`src/rtl/frontpanel_spi_pkg.sv`:
```
// Shared types for the front panel SPI framer.
//   state_t      : framer FSM states
//   fifo_entry_t : one queued byte plus its end-of-frame marker
//   max3         : width helper for the shared timing counter
package frontpanel_spi_pkg;

   typedef enum logic [2:0] {
      IDLE,
      CS_SETUP,
      SHIFT,
      WAIT,
      GAP,
      CS_HOLD,
      CS_IDLE
   } state_t;

   typedef struct packed {
      logic       last;
      logic [7:0] data;
   } fifo_entry_t;

   function automatic int unsigned max3(input int unsigned a,
                                        input int unsigned b,
                                        input int unsigned c);
      int unsigned m;
      m = (a > b) ? a : b;
      return (m > c) ? m : c;
   endfunction

endpackage

```
`src/rtl/frontpanel_byte_fifo.sv`:
```
// Synchronous byte FIFO holding {last, data} entries for the framer.
// Ports:
//   clk, rst_n       : clock, async active-low reset (empties the FIFO)
//   push_i / wdata_i : write request and entry; ignored while full
//   pop_i / rdata_o  : read request and head entry (head valid when !empty_o)
//   full_o, empty_o  : registered status flags
//   count_o          : registered occupancy
module frontpanel_byte_fifo
   import frontpanel_spi_pkg::*;
#(
   parameter int unsigned DEPTH = 16,
   parameter int unsigned CNT_W = $clog2(DEPTH + 1)
) (
   input  logic              clk,
   input  logic              rst_n,
   input  logic              push_i,
   input  fifo_entry_t       wdata_i,
   input  logic              pop_i,
   output fifo_entry_t       rdata_o,
   output logic              full_o,
   output logic              empty_o,
   output logic [CNT_W-1:0]  count_o
);

   localparam int unsigned PTR_W = $clog2(DEPTH);

   fifo_entry_t        mem_q [DEPTH];
   logic [PTR_W-1:0]   wr_ptr_q;
   logic [PTR_W-1:0]   rd_ptr_q;
   logic [CNT_W-1:0]   count_q;
   logic [CNT_W-1:0]   count_d;
   logic               full_q;
   logic               empty_q;
   logic               push_ok;
   logic               pop_ok;

   // A push while full is dropped even if a pop happens in the same cycle.
   assign push_ok = push_i & ~full_q;
   assign pop_ok  = pop_i & ~empty_q;
   assign count_d = count_q + CNT_W'(push_ok) - CNT_W'(pop_ok);

   always_ff @(posedge clk) begin
      if (push_ok) begin
         mem_q[wr_ptr_q] <= wdata_i;
      end
   end

   // Pointers wrap naturally because DEPTH is a power of two.
   always_ff @(posedge clk or negedge rst_n) begin
      if (!rst_n) begin
         wr_ptr_q <= '0;
         rd_ptr_q <= '0;
         count_q  <= '0;
         full_q   <= 1'b0;
         empty_q  <= 1'b1;
      end else begin
         if (push_ok) wr_ptr_q <= wr_ptr_q + PTR_W'(1);
         if (pop_ok)  rd_ptr_q <= rd_ptr_q + PTR_W'(1);
         count_q <= count_d;
         full_q  <= (count_d == CNT_W'(DEPTH));
         empty_q <= (count_d == '0);
      end
   end

   assign rdata_o = mem_q[rd_ptr_q];
   assign full_o  = full_q;
   assign empty_o = empty_q;
   assign count_o = count_q;

endmodule

```
`src/rtl/frontpanel_spi_framer.sv`:
```
// Frames firmware-queued bytes onto the front panel SPI shifter.
// Owns cs_n with setup/hold/idle spacing and hands one byte at a time to the
// shifter (shift_en / shift_done handshake). wr_commit marks the last byte of
// a frame so a whole display transaction can be queued at once.
// Build option: define FRONTPANEL_GAP_TIMEOUT_EN to force-close a frame that
// sits in GAP with an empty FIFO for GAP_TIMEOUT clocks.
// Ports:
//   clk, rst_n                    : clock, async active-low reset
//   wr_en, wr_data, wr_commit     : byte push, commit marks last byte of frame
//   fifo_full, busy               : FIFO full (registered), activity status
//   overflow, gap_timeout         : sticky error flags, cleared by clear_flags
//   frame_done                    : one-cycle pulse as cs_n rises
//   shift_en, tx_data, shift_done : handshake with the SPI shifter
//   cs_n                          : front panel chip select
//
// state    | meaning
// IDLE     | cs_n high, waiting for a queued byte
// CS_SETUP | cs_n low, counting setup time before the first byte
// SHIFT    | shift_en high for one cycle, byte handed to shifter
// WAIT     | waiting for shift_done
// GAP      | mid-frame, FIFO empty, cs_n held low
// CS_HOLD  | last byte done, counting hold time before cs_n rises
// CS_IDLE  | cs_n high, enforcing minimum time between frames
module frontpanel_spi_framer
   import frontpanel_spi_pkg::*;
#(
   parameter int unsigned FIFO_DEPTH      = 16,
   parameter int unsigned CS_SETUP_CYCLES = 50,
   parameter int unsigned CS_HOLD_CYCLES  = 50,
   parameter int unsigned CS_IDLE_CYCLES  = 100,
   parameter int unsigned GAP_TIMEOUT     = 65535
) (
   input  logic       clk,
   input  logic       rst_n,
   input  logic       wr_en,
   input  logic [7:0] wr_data,
   input  logic       wr_commit,
   output logic       fifo_full,
   output logic       busy,
   output logic       overflow,
   input  logic       clear_flags,
   output logic       gap_timeout,
   output logic       frame_done,
   output logic       shift_en,
   output logic [7:0] tx_data,
   input  logic       shift_done,
   output logic       cs_n
);

   localparam int unsigned CNT_W  = $clog2(max3(CS_SETUP_CYCLES, CS_HOLD_CYCLES, CS_IDLE_CYCLES) + 1);
   localparam int unsigned FCNT_W = $clog2(FIFO_DEPTH + 1);
   localparam logic [CNT_W-1:0] SETUP_LOAD = CNT_W'(CS_SETUP_CYCLES - 1);
   localparam logic [CNT_W-1:0] HOLD_LOAD  = CNT_W'(CS_HOLD_CYCLES - 1);
   localparam logic [CNT_W-1:0] IDLE_LOAD  = CNT_W'(CS_IDLE_CYCLES - 1);

   if (FIFO_DEPTH < 2 || (FIFO_DEPTH & (FIFO_DEPTH - 1)) != 0 || CS_SETUP_CYCLES < 1 ||
       CS_HOLD_CYCLES < 1 || CS_IDLE_CYCLES < 1 || GAP_TIMEOUT < 1) begin : g_param_check
      $error("frontpanel_spi_framer: illegal parameter value");
   end

   state_t             state_q;
   logic [CNT_W-1:0]   cnt_q;
   logic               cs_n_q;
   logic               shift_en_q;
   logic [7:0]         tx_data_q;
   logic               last_q;
   logic               frame_done_q;
   logic               overflow_q;

   fifo_entry_t        fifo_wdata;
   fifo_entry_t        fifo_head;
   logic               fifo_empty;
   logic               fifo_full_w;
   logic [FCNT_W-1:0]  fifo_count;
   logic               load_byte;
   logic               gap_expired;

   assign fifo_wdata.last = wr_commit;
   assign fifo_wdata.data = wr_data;

   // Every transition into SHIFT pops the head entry in the same edge.
   assign load_byte = ((state_q == CS_SETUP) && (cnt_q == '0)) ||
                      ((state_q == WAIT) && shift_done && !last_q && !fifo_empty) ||
                      ((state_q == GAP) && !fifo_empty);

   frontpanel_byte_fifo #(
      .DEPTH (FIFO_DEPTH)
   ) u_fifo (
      .clk     (clk),
      .rst_n   (rst_n),
      .push_i  (wr_en),
      .wdata_i (fifo_wdata),
      .pop_i   (load_byte),
      .rdata_o (fifo_head),
      .full_o  (fifo_full_w),
      .empty_o (fifo_empty),
      .count_o (fifo_count)
   );

`ifdef FRONTPANEL_GAP_TIMEOUT_EN
   localparam int unsigned GAP_W = $clog2(GAP_TIMEOUT + 1);
   localparam logic [GAP_W-1:0] GAP_LOAD = GAP_W'(GAP_TIMEOUT - 1);

   logic [GAP_W-1:0] gap_cnt_q;
   logic             gap_timeout_q;

   assign gap_expired = (state_q == GAP) && fifo_empty && (gap_cnt_q == '0);

   // Held at the reload value outside GAP so every GAP visit starts fresh.
   always_ff @(posedge clk or negedge rst_n) begin
      if (!rst_n) begin
         gap_cnt_q     <= GAP_LOAD;
         gap_timeout_q <= 1'b0;
      end else begin
         if (state_q != GAP || !fifo_empty) begin
            gap_cnt_q <= GAP_LOAD;
         end else if (gap_cnt_q != '0) begin
            gap_cnt_q <= gap_cnt_q - GAP_W'(1);
         end
         gap_timeout_q <= (gap_timeout_q & ~clear_flags) | gap_expired;
      end
   end

   assign gap_timeout = gap_timeout_q;
`else
   assign gap_expired = 1'b0;
   assign gap_timeout = 1'b0;
`endif

   always_ff @(posedge clk or negedge rst_n) begin
      if (!rst_n) begin
         overflow_q <= 1'b0;
      end else begin
         overflow_q <= (overflow_q & ~clear_flags) | (wr_en & fifo_full_w);
      end
   end

   always_ff @(posedge clk or negedge rst_n) begin
      if (!rst_n) begin
         state_q      <= IDLE;
         cnt_q        <= '0;
         cs_n_q       <= 1'b1;
         shift_en_q   <= 1'b0;
         tx_data_q    <= 8'h00;
         last_q       <= 1'b0;
         frame_done_q <= 1'b0;
      end else begin
         shift_en_q   <= 1'b0;
         frame_done_q <= 1'b0;
         if (load_byte) begin
            state_q    <= SHIFT;
            shift_en_q <= 1'b1;
            tx_data_q  <= fifo_head.data;
            last_q     <= fifo_head.last;
         end else begin
            case (state_q)
               IDLE: begin
                  if (!fifo_empty) begin
                     state_q <= CS_SETUP;
                     cs_n_q  <= 1'b0;
                     cnt_q   <= SETUP_LOAD;
                  end
               end
               CS_SETUP: cnt_q <= cnt_q - CNT_W'(1);
               SHIFT:    state_q <= WAIT;
               WAIT: begin
                  if (shift_done) begin
                     if (last_q) begin
                        state_q <= CS_HOLD;
                        cnt_q   <= HOLD_LOAD;
                     end else begin
                        state_q <= GAP;
                     end
                  end
               end
               GAP: begin
                  if (gap_expired) begin
                     state_q <= CS_HOLD;
                     cnt_q   <= HOLD_LOAD;
                  end
               end
               CS_HOLD: begin
                  if (cnt_q == '0) begin
                     state_q      <= CS_IDLE;
                     cs_n_q       <= 1'b1;
                     frame_done_q <= 1'b1;
                     cnt_q        <= IDLE_LOAD;
                  end else begin
                     cnt_q <= cnt_q - CNT_W'(1);
                  end
               end
               CS_IDLE: begin
                  if (cnt_q == '0) begin
                     state_q <= IDLE;
                  end else begin
                     cnt_q <= cnt_q - CNT_W'(1);
                  end
               end
               default: state_q <= IDLE;
            endcase
         end
      end
   end

   assign fifo_full  = fifo_full_w;
   assign busy       = (state_q != IDLE) || (fifo_count != '0);
   assign overflow   = overflow_q;
   assign frame_done = frame_done_q;
   assign shift_en   = shift_en_q;
   assign tx_data    = tx_data_q;
   assign cs_n       = cs_n_q;

endmodule

```
`config.mk`:
```
export PLATFORM = sky130hd
export DESIGN_NAME = frontpanel_spi_framer
export DESIGN_NICKNAME = d
export VERILOG_FILES = /design/src/rtl/frontpanel_spi_pkg.sv /design/src/rtl/frontpanel_byte_fifo.sv /design/src/rtl/frontpanel_spi_framer.sv
export SDC_FILE = /design/constraint.sdc
export NUM_CORES = 1
export LEC_CHECK = 0
export ABC_AREA = 1
export BUFFER_PORTS_ARGS = -buffer_cell sky130_fd_sc_hd__buf_2
export CAP_MARGIN = 20
export CORE_MARGIN = 4
export CORE_UTILIZATION = 40
export CTS_BUF_LIST = sky130_fd_sc_hd__clkbuf_2
export DETAILED_ROUTE_END_ITERATION = 6
export MAX_ROUTING_LAYER = met4
export PLACE_DENSITY = 0.55
export SYNTH_ARGS = -nofsm -noshare
export SYNTH_HDL_FRONTEND = slang
export SYNTH_SLANG_ARGS = --single-unit
```
`constraint.sdc`:
```
create_clock -name clk -period 8 [get_ports clk]
set_input_delay 0.4 -clock clk [delete_from_list [all_inputs] [get_ports clk]]
set_output_delay 0.4 -clock clk [all_outputs]
set_load 0.005 [all_outputs]
```
==> out/metrics.cfg <==
[status]
status=finished, final reports clean

[routing]
viasPerCell=4.96
drt-pass1-iter-count=5
route.detailed.drc=0
m1WireLength_mm=8.23
wire_per_inst_um=16.5
routed_wl_mm=17.8
drtIter0Drc=507
route.met2.wl_mm=8.15
vias=5337
antenna_left=0
wl_met3_mm=1.10
maxUsedRoutingLayer=met4

[cells_and_area]
utilization=0.448
syn_to_final_growth_pct=9.67
drive_gt1_frac=0.112
finish.net_count=825

[clocking]
cts_tree=yes
insertion_delay_ps=750
cts-resized-gates=0
clockBufferDepth=2
cts_inserted_buffers=17
h-tree-depth=4
root_buffer=clkbuf_2
post_cts_buffers=0
clock-sinks=182
clk_pin_slew_ps=270

[worst_setup_path]
r2r-end=u_fifo.full_o$_DFF_PN0_
ff2ff_setup_slack_ps=4930
worstSetupPathType=register to register
path_max_fanout=12
r2r_start=state_q[2]$_DFFE_PN0P_
cp.required_ps=8710
cp-end-kind=register
reg2regPathDepth=15
worstSetupStartpointType=register
crit_arrival_ps=3780

[sta]
slew_violations=0
finClkSkew_ps=51.4
grt_setup_unrepaired=no
final.min_clock_period_ps=3070
setup_viol=0
fmax_mhz=326
tightest_slew_ps=1000
fin_setup_tns_ps=0
hold_viol=0
maxSlewHeadroom=0.332
timing.final.crit_share=0.384

[die]
die_height_um=149
core_um2=19600
die_w_um=149
rows=51
top_level_ports=29
start_util=0.409
die_area_um2=22300

[logic_synthesis]
yosys_warnings=0
ys_seq_area_frac=0.659
syn_inst=766
synth-seq-cells=182
synth_nets=794
avgSynthCellArea_um2=10.5
ys_types=33
synth_area_um2=8010

[global_routing]
grt_pass1_vias=5262
grt_pass1_wl_mm=28.4
grt_max_degree=76
grt_overflow=0
grt_use_total=0.172
antenna_found_initial=1

[min_path]
min_path_cells=5
hp-start=shift_done
hold_class=input port to register
min_to=state_q[1]$_DFFE_PN0P_

[placed_design]
dp_hpwl_mm=11.0
routabilityCongestion=0.892
port-buffer-count=27

[job]
drv_cap=0

[power_and_ir_drop]
clock_power_share=0.275
internal_power_uw=1440
seq_power_share=0.587
netSwitchingFraction=0.282
p_per_area_nw_per_um2=228
p_comb_frac=0.138
irDropWorstVdd_v=0.000133
power.leakage_uw=0.00354
p_sw_uw=565

power by group through the flow:
stage | clock network, µW | logic (µW) | registers [µW]
floorplan | 0 | 185 | 1190
global placement | 0 | 258 | 1190
detailed placement | 0 | 273 | 1200
CTS | 565 | 279 | 1180
global route | 608 | 313 | 1190
finish | 551 | 277 | 1180
worst max-delay path by stage:
stage / from / endpoint / slack (ps)
floorplan: cnt_q[0]$_DFFE_PN0P_ / u_fifo.full_o$_DFF_PN0_ / 5400
global placement: cnt_q[0]$_DFFE_PN0P_ / u_fifo.full_o$_DFF_PN0_ / 5080
detailed placement: cnt_q[0]$_DFFE_PN0P_ / u_fifo.full_o$_DFF_PN0_ / 4960
CTS: state_q[2]$_DFFE_PN0P_ / u_fifo.full_o$_DFF_PN0_ / 4930
global route: cnt_q[0]$_DFFE_PN0P_ / u_fifo.full_o$_DFF_PN0_ / 4660
finish: state_q[2]$_DFFE_PN0P_ / u_fifo.full_o$_DFF_PN0_ / 4930
per-stage QoR:
| stage | hold slack [ps] | worst slack (ps) | power [µW] | instances | cell area [µm²] |
|---|---|---|---|---|---|
| 3_3_place_gp | 460 | 5080 | 1450 | 1029 | 8330 |
| 6_report | 90.2 | 4930 | 2000 | 1076 | 8780 |
| 2_1_floorplan | 104 | 5400 | 1370 | 766 | 8010 |
| 4_1_cts | 3.89 | 4930 | 2020 | 1073 | 8750 |
| 5_1_grt | 3.39 | 4660 | 2110 | 1076 | 8780 |
| 3_5_place_dp | 464 | 4960 | 1470 | 1029 | 8330 |
sequential cells by signal (all words and copies together), names as in the netlist:
signal,flops
cnt_q,7
cs_n,1
frame_done,1
last_q,1
overflow,1
shift_en,1
state_q,3
tx_data,8
u_fifo.count_o,5
u_fifo.empty_o,1
u_fifo.full_o,1
u_fifo.mem_q,144
u_fifo.rd_ptr_q,4
u_fifo.wr_ptr_q,4
worst max-delay path, cell delays in order (launching register included):
cell,delay (ps)
dfrtp_1,660
nor2_1,140
nand3_1,110
nand2_1,60
nand2_2,100
nand2_2,150
nand2_2,140
clkinv_2,100
ha_1,280
inv_1,40
ha_1,200
fa_1,400
a21oi_1,170
o21bai_1,80
xor2_1,210
and3_1,190
synthesized netlist by cell type, drive strengths merged:
cell | n | area, µm²
nor2 | 144 | 581
nor3 | 3 | 15.0
conb | 1 | 3.75
xnor2 | 3 | 26.3
clkinv | 3 | 12.5
nand4 | 5 | 31.3
clkbuf | 8 | 30.0
nand2 | 183 | 707
buf | 23 | 135
ha | 13 | 163
dfrtp | 36 | 901
o21bai | 1 | 7.51
edfxtp | 144 | 4320
nand3 | 77 | 408
nand3b | 2 | 15.0
o21ai | 67 | 335
xor2 | 9 | 78.8
dfstp | 2 | 52.6
inv | 36 | 135
a21oi | 4 | 20.0
fa | 1 | 20.0
and3 | 1 | 6.26
final cells by class:
type | instances | area [µm²]
Fill cell | 1820 | 10800
Sequential cell | 182 | 5280
Multi-Input combinational cell | 514 | 2420
Tap cell | 265 | 332
Timing Repair Buffer | 43 | 300
Clock inverter | 14 | 214
Inverter | 39 | 148
Clock buffer | 18 | 90.1
Antenna cell | 1 | 2.50
metal layers:
layer / GRT usage / up-vias
met2: 0.260 / 153
li1: - / 2635
met3: 0.0442 / 24
met5: - / -
met4: 0.0490 / 0
met1: 0.233 / 2525
cells by family (layout without fill, tap and decap cells):
family,count (synthesis),after routing,share of synthesized area
compound gates,72,72,0.0453
xor+xnor,12,12,0.0131
fa+ha+maj,14,14,0.0228
buf+inv,70,114,0.0391
flops,182,182,0.659
other cells,1,2,0.000468
simple gates,415,415,0.220
placed cells by master, fill, tap and decap left out, types with 2 or more instances in the layout:
cell,synthesis,routed
nand2_1,175,175
nor3_1,3,3
inv_2,6,6
dfrtp_1,36,35
inv_8,0,3
o21ai_0,64,64
nand3_2,2,2
dlygate4sd3_1,0,13
inv_6,0,3
ha_1,13,13
nor2_1,136,136
xnor2_1,3,3
buf_4,7,2
clkinv_1,2,2
xor2_1,9,9
nor2_4,4,4
nand3_1,74,74
nand2_2,8,8
buf_2,12,27
nand3b_1,2,2
bufinv_16,0,4
edfxtp_1,144,144
a21oi_1,4,4
nand4_1,5,5
inv_1,30,30
o21ai_1,3,3
clkbuf_2,0,18
dfstp_2,2,2
nor2_2,4,4
clkinv_2,1,3
repair_timing:
action / CTS / global route
endpoints found under the hold margin: 127 / 1
setup endpoints to repair: 0 / 0
hold buffers: 12 / 1
Power figures use the tool's default switching activity.
